$ cat config.mk
export PLATFORM = sky130hd
export DESIGN_NAME = xadc_drp_responder
export DESIGN_NICKNAME = d
export VERILOG_FILES = /design/src/rtl/xadc_drp_responder_pkg.sv /design/src/rtl/xadc_conv_seq.sv /design/src/rtl/xadc_drp_responder.sv
export SDC_FILE = /design/constraint.sdc
export NUM_CORES = 1
export LEC_CHECK = 0
export ABC_AREA = 1
export CAP_MARGIN = 20
export CORE_MARGIN = 4
export CORE_UTILIZATION = 58
export DETAILED_ROUTE_END_ITERATION = 6
export GPL_ROUTABILITY_DRIVEN = 0
export GPL_TIMING_DRIVEN = 0
export PLACE_DENSITY = 0.95
export RECOVER_POWER = 50
export SLEW_MARGIN = 20
export SYNTH_ARGS = -nofsm -noshare
export SYNTH_HDL_FRONTEND = slang
export SYNTH_SLANG_ARGS = --single-unit
$ cat constraint.sdc
create_clock -name clk -period 3.9 [get_ports clk]
set_input_delay 0.78 -clock clk [delete_from_list [all_inputs] [get_ports clk]]
set_output_delay 0.78 -clock clk [all_outputs]
set_load 0.01 [all_outputs]
$ cat src/rtl/xadc_drp_responder_pkg.sv
// Shared channel codes, DRP register map and DRP FSM state encoding for the
// XADC-style DRP responder.
package xadc_drp_responder_pkg;

    localparam logic [4:0] CH_AUX3  = 5'h13;
    localparam logic [4:0] CH_AUX11 = 5'h1B;

    localparam logic [6:0] ADDR_AUX3  = 7'h13;
    localparam logic [6:0] ADDR_AUX11 = 7'h1B;
    localparam logic [6:0] ADDR_CFG0  = 7'h40;
    localparam logic [6:0] ADDR_CFG1  = 7'h41;
    localparam logic [6:0] ADDR_CFG2  = 7'h42;

    typedef enum logic [1:0] {
        DRP_IDLE = 2'd0,
        DRP_WAIT = 2'd1,
        DRP_ACK  = 2'd2
    } drp_state_e;

    // sel=0 converts aux3, sel=1 converts aux11
    function automatic logic [4:0] chan_code(input logic sel);
        return sel ? CH_AUX11 : CH_AUX3;
    endfunction

endpackage

$ cat src/rtl/xadc_conv_seq.sv
// Conversion timer/sequencer: CONV_CYCLES busy cycles, then a one-cycle eoc,
// alternating aux3/aux11 starting with aux3 after reset.
module xadc_conv_seq
    import xadc_drp_responder_pkg::*;
#(
    parameter int CONV_CYCLES = 26
) (
    input  logic       clk,
    input  logic       rst_n,
    output logic       busy_o,
    output logic       eoc_o,
    output logic [4:0] channel_o,
    output logic       sel_o
);

    localparam logic [9:0] LAST = 10'(CONV_CYCLES - 1);

    logic       busy_q, busy_d;
    logic       eoc_q, eoc_d;
    logic       sel_q, sel_d;
    logic [9:0] cnt_q, cnt_d;
    logic [4:0] chan_q, chan_d;

    always_comb begin
        busy_d = busy_q;
        eoc_d  = 1'b0;
        sel_d  = sel_q;
        cnt_d  = cnt_q;
        chan_d = chan_q;
        if (busy_q) begin
            if (cnt_q == LAST) begin
                busy_d = 1'b0;
                eoc_d  = 1'b1;
            end else begin
                cnt_d = cnt_q + 10'd1;
            end
        end else begin
            // Either just out of reset or leaving the eoc cycle: start next conversion
            busy_d = 1'b1;
            cnt_d  = '0;
            if (eoc_q) begin
                sel_d  = ~sel_q;
                chan_d = chan_code(sel_q);
            end
        end
    end

    always_ff @(posedge clk or negedge rst_n) begin
        if (!rst_n) begin
            busy_q <= 1'b0;
            eoc_q  <= 1'b0;
            sel_q  <= 1'b0;
            cnt_q  <= '0;
            chan_q <= '0;
        end else begin
            busy_q <= busy_d;
            eoc_q  <= eoc_d;
            sel_q  <= sel_d;
            cnt_q  <= cnt_d;
            chan_q <= chan_d;
        end
    end

    assign busy_o    = busy_q;
    assign eoc_o     = eoc_q;
    assign channel_o = chan_q;
    assign sel_o     = sel_q;

endmodule

$ cat src/rtl/xadc_drp_responder.sv
// DRP slave with fixed READ_LAT response, two result registers fed by the
// conversion sequencer and three R/W config registers.
// Optional macro XADC_DRP_RAMP_EN replaces the sample inputs with an internal ramp.
module xadc_drp_responder
    import xadc_drp_responder_pkg::*;
#(
    parameter int          CONV_CYCLES = 26,
    parameter int          READ_LAT    = 2,
    parameter logic [11:0] RAMP_STEP   = 12'd37
) (
    input  logic        clk,
    input  logic        rst_n,
    input  logic        den_in,
    input  logic        dwe_in,
    input  logic [6:0]  daddr_in,
    input  logic [15:0] di_in,
    input  logic [11:0] sample_aux3,
    input  logic [11:0] sample_aux11,
    output logic [15:0] do_out,
    output logic        drdy_out,
    output logic        eoc_out,
    output logic [4:0]  channel_out,
    output logic        busy_out,
    output logic        proto_err
);

    localparam logic [3:0] WAIT_LAST = 4'((READ_LAT > 1) ? READ_LAT - 2 : 0);

    logic        conv_sel;
    logic [11:0] sample;

    xadc_conv_seq #(.CONV_CYCLES(CONV_CYCLES)) u_seq (
        .clk      (clk),
        .rst_n    (rst_n),
        .busy_o   (busy_out),
        .eoc_o    (eoc_out),
        .channel_o(channel_out),
        .sel_o    (conv_sel)
    );

`ifdef XADC_DRP_RAMP_EN
    logic [11:0] ramp_q;

    always_ff @(posedge clk or negedge rst_n) begin
        if (!rst_n)       ramp_q <= '0;
        else if (eoc_out) ramp_q <= ramp_q + RAMP_STEP;
    end

    assign sample = ramp_q;
`else
    assign sample = conv_sel ? sample_aux11 : sample_aux3;
`endif

    logic [15:0] res3_q, res11_q;
    logic [15:0] cfg0_q, cfg1_q, cfg2_q;

    always_ff @(posedge clk or negedge rst_n) begin
        if (!rst_n) begin
            res3_q  <= '0;
            res11_q <= '0;
        end else if (eoc_out) begin
            if (conv_sel) res11_q <= {sample, 4'h0};
            else          res3_q  <= {sample, 4'h0};
        end
    end

    logic [15:0] rd_mux;

    always_comb begin
        rd_mux = '0;
        case (daddr_in)
            ADDR_AUX3:  rd_mux = res3_q;
            ADDR_AUX11: rd_mux = res11_q;
            ADDR_CFG0:  rd_mux = cfg0_q;
            ADDR_CFG1:  rd_mux = cfg1_q;
            ADDR_CFG2:  rd_mux = cfg2_q;
            default:    rd_mux = '0;
        endcase
    end

    drp_state_e  state_q, state_d;
    logic [3:0]  wcnt_q, wcnt_d;
    logic        accept;
    logic [15:0] rdata_q;
    logic        perr_q;

    always_comb begin
        state_d = state_q;
        wcnt_d  = wcnt_q;
        accept  = 1'b0;
        case (state_q)
            DRP_IDLE: begin
                if (den_in) begin
                    accept  = 1'b1;
                    wcnt_d  = '0;
                    state_d = (READ_LAT == 1) ? DRP_ACK : DRP_WAIT;
                end
            end
            DRP_WAIT: begin
                if (wcnt_q == WAIT_LAST) state_d = DRP_ACK;
                else                     wcnt_d  = wcnt_q + 4'd1;
            end
            DRP_ACK:  state_d = DRP_IDLE;
            default:  state_d = DRP_IDLE;
        endcase
    end

    // Read data and writes both resolve at acceptance, so later conversions
    // cannot disturb an in-flight read.
    always_ff @(posedge clk or negedge rst_n) begin
        if (!rst_n) begin
            state_q <= DRP_IDLE;
            wcnt_q  <= '0;
            rdata_q <= '0;
            perr_q  <= 1'b0;
            cfg0_q  <= '0;
            cfg1_q  <= '0;
            cfg2_q  <= '0;
        end else begin
            state_q <= state_d;
            wcnt_q  <= wcnt_d;
            if (den_in && state_q != DRP_IDLE) perr_q <= 1'b1;
            if (accept) begin
                rdata_q <= dwe_in ? 16'h0000 : rd_mux;
                if (dwe_in) begin
                    case (daddr_in)
                        ADDR_CFG0: cfg0_q <= di_in;
                        ADDR_CFG1: cfg1_q <= di_in;
                        ADDR_CFG2: cfg2_q <= di_in;
                        default:   ;
                    endcase
                end
            end
        end
    end

    assign drdy_out  = (state_q == DRP_ACK);
    assign do_out    = drdy_out ? rdata_q : 16'h0000;
    assign proto_err = perr_q;

endmodule

==> flow_summary_export.csv <==
group,metric,value,unit
min_path,hold_start,"rdata_q[10]",
clock_network,path_clk_slew,0.11,ns
placement,hpwl,10100,microns
clock_network,cts-htree-levels,3,
finish,diodes,0,
setup_path,crit_type,"register to output port",
logic_synthesis,avgSynthCellArea,8.64,sq um
placement,place_ws,1.31,ns
finish,multi_input_area,0.00202,sq mm
drt,num_vias,4717,
min_path,hold_class,"register to register",
clock_network,insertion_delay,0.40,ns
drt,viasPerCell,5.83,
floorplan,num_rows,34,
floorplan,die_height,103,microns
sta,fin_ws,1.05,ns
floorplan,initial_core_util,60.2,%
global_route,grt_max_degree,85,
logic_synthesis,netlist-cell-type-count,27,
setup_path,crit_family,"buffers and inverters",
setup_path,worstPathCellList,"inv_1 > nor2_1 > inv_1 > clkbuf_1 > nor2_1 > clkdlybuf4s50_1",
sta,period_share,73.0,%
logic_synthesis,ys_seq_elements,110,
drt,wire_per_inst,17.5,microns
setup_path,cp-start-kind,"register",
setup_path,cp_num_buf_inv,4,
floorplan,die_w,103,microns
flow_run,drv_cap,1,
logic_synthesis,synthesis.area,0.00527,sq mm
global_route,grt_pass1_wl,23100,microns
power_and_ir_drop,leakagePower,3.13,nW
finish,fillers,575,
clock_network,ctsHoldBuffers,0,
power_and_ir_drop,power.total,2.12,mW
global_route,grt_overflow,0,
setup_path,cp_slowest_cell,"clkdlybuf4s50_1",
floorplan,pin_count,76,
drt,drc_errors,0,
drt,first_pass_iters,7,
drt,postRouteAntennaNets,0,
clock_network,cts_tree,"done",
floorplan,core_area,0.00876,sq mm
power_and_ir_drop,powerDensity,332,mW/mm^2
logic_synthesis,syn_nets,665,
finish,drive_gt1_share,11.0,%
sta,rsz0062_at_grt,"no",
status,violations,"capacitance limit, slew limit",
drt,routed_wl,14200,microns
power_and_ir_drop,vdd_drop_max,0.231,mV
logic_synthesis,synth_cells,610,
global_route,antenna_found_initial,0,
clock_network,cts_sinks,110,
sta,max_slew_margin,-5.50,%
clock_network,numCtsBuffers,9,
clock_network,cts-root-buf,"clkbuf_8",
setup_path,crit_path_end_kind,"output port",
setup_path,critPathArrivalTime,2.07,ns
placement,portBuffers,74,
sta,tns,0,ns
sta,period_needed,2.85,ns
setup_path,cp_slowest_stage_delay,0.56,ns
sta,setup_viol,0,
setup_path,crit_fanout,10,
sta,slew_violations,27,
sta,fin_skew,0.0192,ns
setup_path,startpoint,"state_q[1]",
finish,syn2layout_area_growth,21.0,%
global_route,grt_pass1_vias,4791,
logic_synthesis,yosys_warnings,0,
sta,max_clock_freq,351,MHz
floorplan,die_area,0.0107,sq mm
drt,drtIter0Drc,558,
finish,regArea,0.00275,sq mm
finish,layout.nets,751,
setup_path,required,3.12,ns
logic_synthesis,seq_area_frac_synth,52.2,%
clock_network,cts_resized,0,
clock_network,clockBufferDepth,2,
sta,hold_viol,0,
setup_path,rr_startpoint,"state_q[0]",
sta,hold_slack,0.494,ns
clock_network,cts_setup_buffers,0,
global_route,grt_use_total,28.3,%
status,outcome,"finished with violations",
sta,worst_pin_slew,1.58,ns
[final timing paths]
check	to	slack [ns]	cells past startpoint
max	do_out[8]	1.05	6
min	rdata_q[10]	0.49	2
max reg2reg	rdata_q[12]	2.27	7
min reg2reg	rdata_q[10]	0.49	2
max in group asynchronous	res11_q[10]	2.04	2
min in group asynchronous	cfg1_q[2]	0.76	1
[cells by family (layout without fill, tap and decap cells)]
kind of cell	Yosys count	in the layout	synth area share (%)
and+or+nand+nor	270	270	23.5
buffers and inverters	120	211	9.54
DFF	110	110	52.2
AOI/OAI and AO/OA	77	77	7.95
muxes	24	24	5.13
adders and majority gates	4	4	0.949
xor gates and xnor gates	4	4	0.664
other	1	1	0.0711
[area by class of cell]
type / instances / share of cell area [%]
Buffer: 29 / 2.53
Clock buffer: 9 / 1.94
Clock inverter: 7 / 1.33
Inverter: 91 / 5.36
Multi-Input combinational cell: 380 / 31.6
Sequential cell: 110 / 43.2
Tap cell: 108 / 2.12
Timing Repair Buffer: 75 / 11.9
[cell usage after synthesis, drive strengths merged]
library cell  count  area [sq um]
xor2              4          35.0
dfrtp           110          2750
conb              1          3.75
o22ai             1          6.26
clkbuf            5          18.8
ha                4          50.1
nand2           119           464
nand3           100           500
o21ai            60           300
nor3              9          78.8
a21oi             3          15.0
mux2             24           270
clkinv            1          3.75
inv              90           338
nor2             40           183
buf              24           143
nand4             2          12.5
o21bai           13          97.6
[flip-flops by register name (all words and copies together) (netlist names), 4 cells and up]
register and flops:
cfg1_q 16, cfg0_q 16, u_seq.cnt_q 10, rdata_q 16, cfg2_q 16, wcnt_q 4, res3_q 12, res11_q 12
[routing by layer]
| metal | part of all wire (%) | up-vias | wire [microns] | track usage [%] |
|---|---|---|---|---|
| li1 | - | 2125 | - | - |
| met1 | 37 | 2255 | 5220 | 34.2 |
| met4 | 4.2 | 0 | 588 | 12.5 |
| met2 | 50 | 275 | 7110 | 47.7 |
| met3 | 8.8 | 62 | 1250 | 7.58 |
| met5 | 0 | - | 0 | 0 |
[where the power goes]
group          switching (mW)  total [mW]  internal, mW
logic                   0.121       0.210        0.0894
registers              0.0279        1.21          1.18
clock network           0.442       0.699         0.257
[worst reg2reg max path: cells and delay by family (launching register included)]
family,cells,cell delay [ns]
compound gates,1,0.23
buf+inv,2,0.38
flops,1,0.42
simple gates,4,0.54
[metrics by stage]
stage,instances,utilization (%),area [sq um]
final,809,72.8,6380
after global routing,809,72.8,6380
after CTS,809,72.9,6390
after detailed placement,793,70.5,6180
after global placement,792,70.2,6150
after floorplan,610,-,5270
[cells in the final DEF (no fill, tap or decap), drive strengths merged]
cell and count:
nand2 119, dfrtp 110, nand3 100, inv 93
clkdlybuf4s50 67, o21ai 60, nor2 40, buf 25
mux2 24, clkbuf 15, o21bai 13, nor3 9
dlygate4sd3 6, xor2 4, ha 4, clkinv 4
a21oi 3, nand4 2, o22ai 1, conb 1
clkinvlp 1
(Power assumes the default switching activity.)
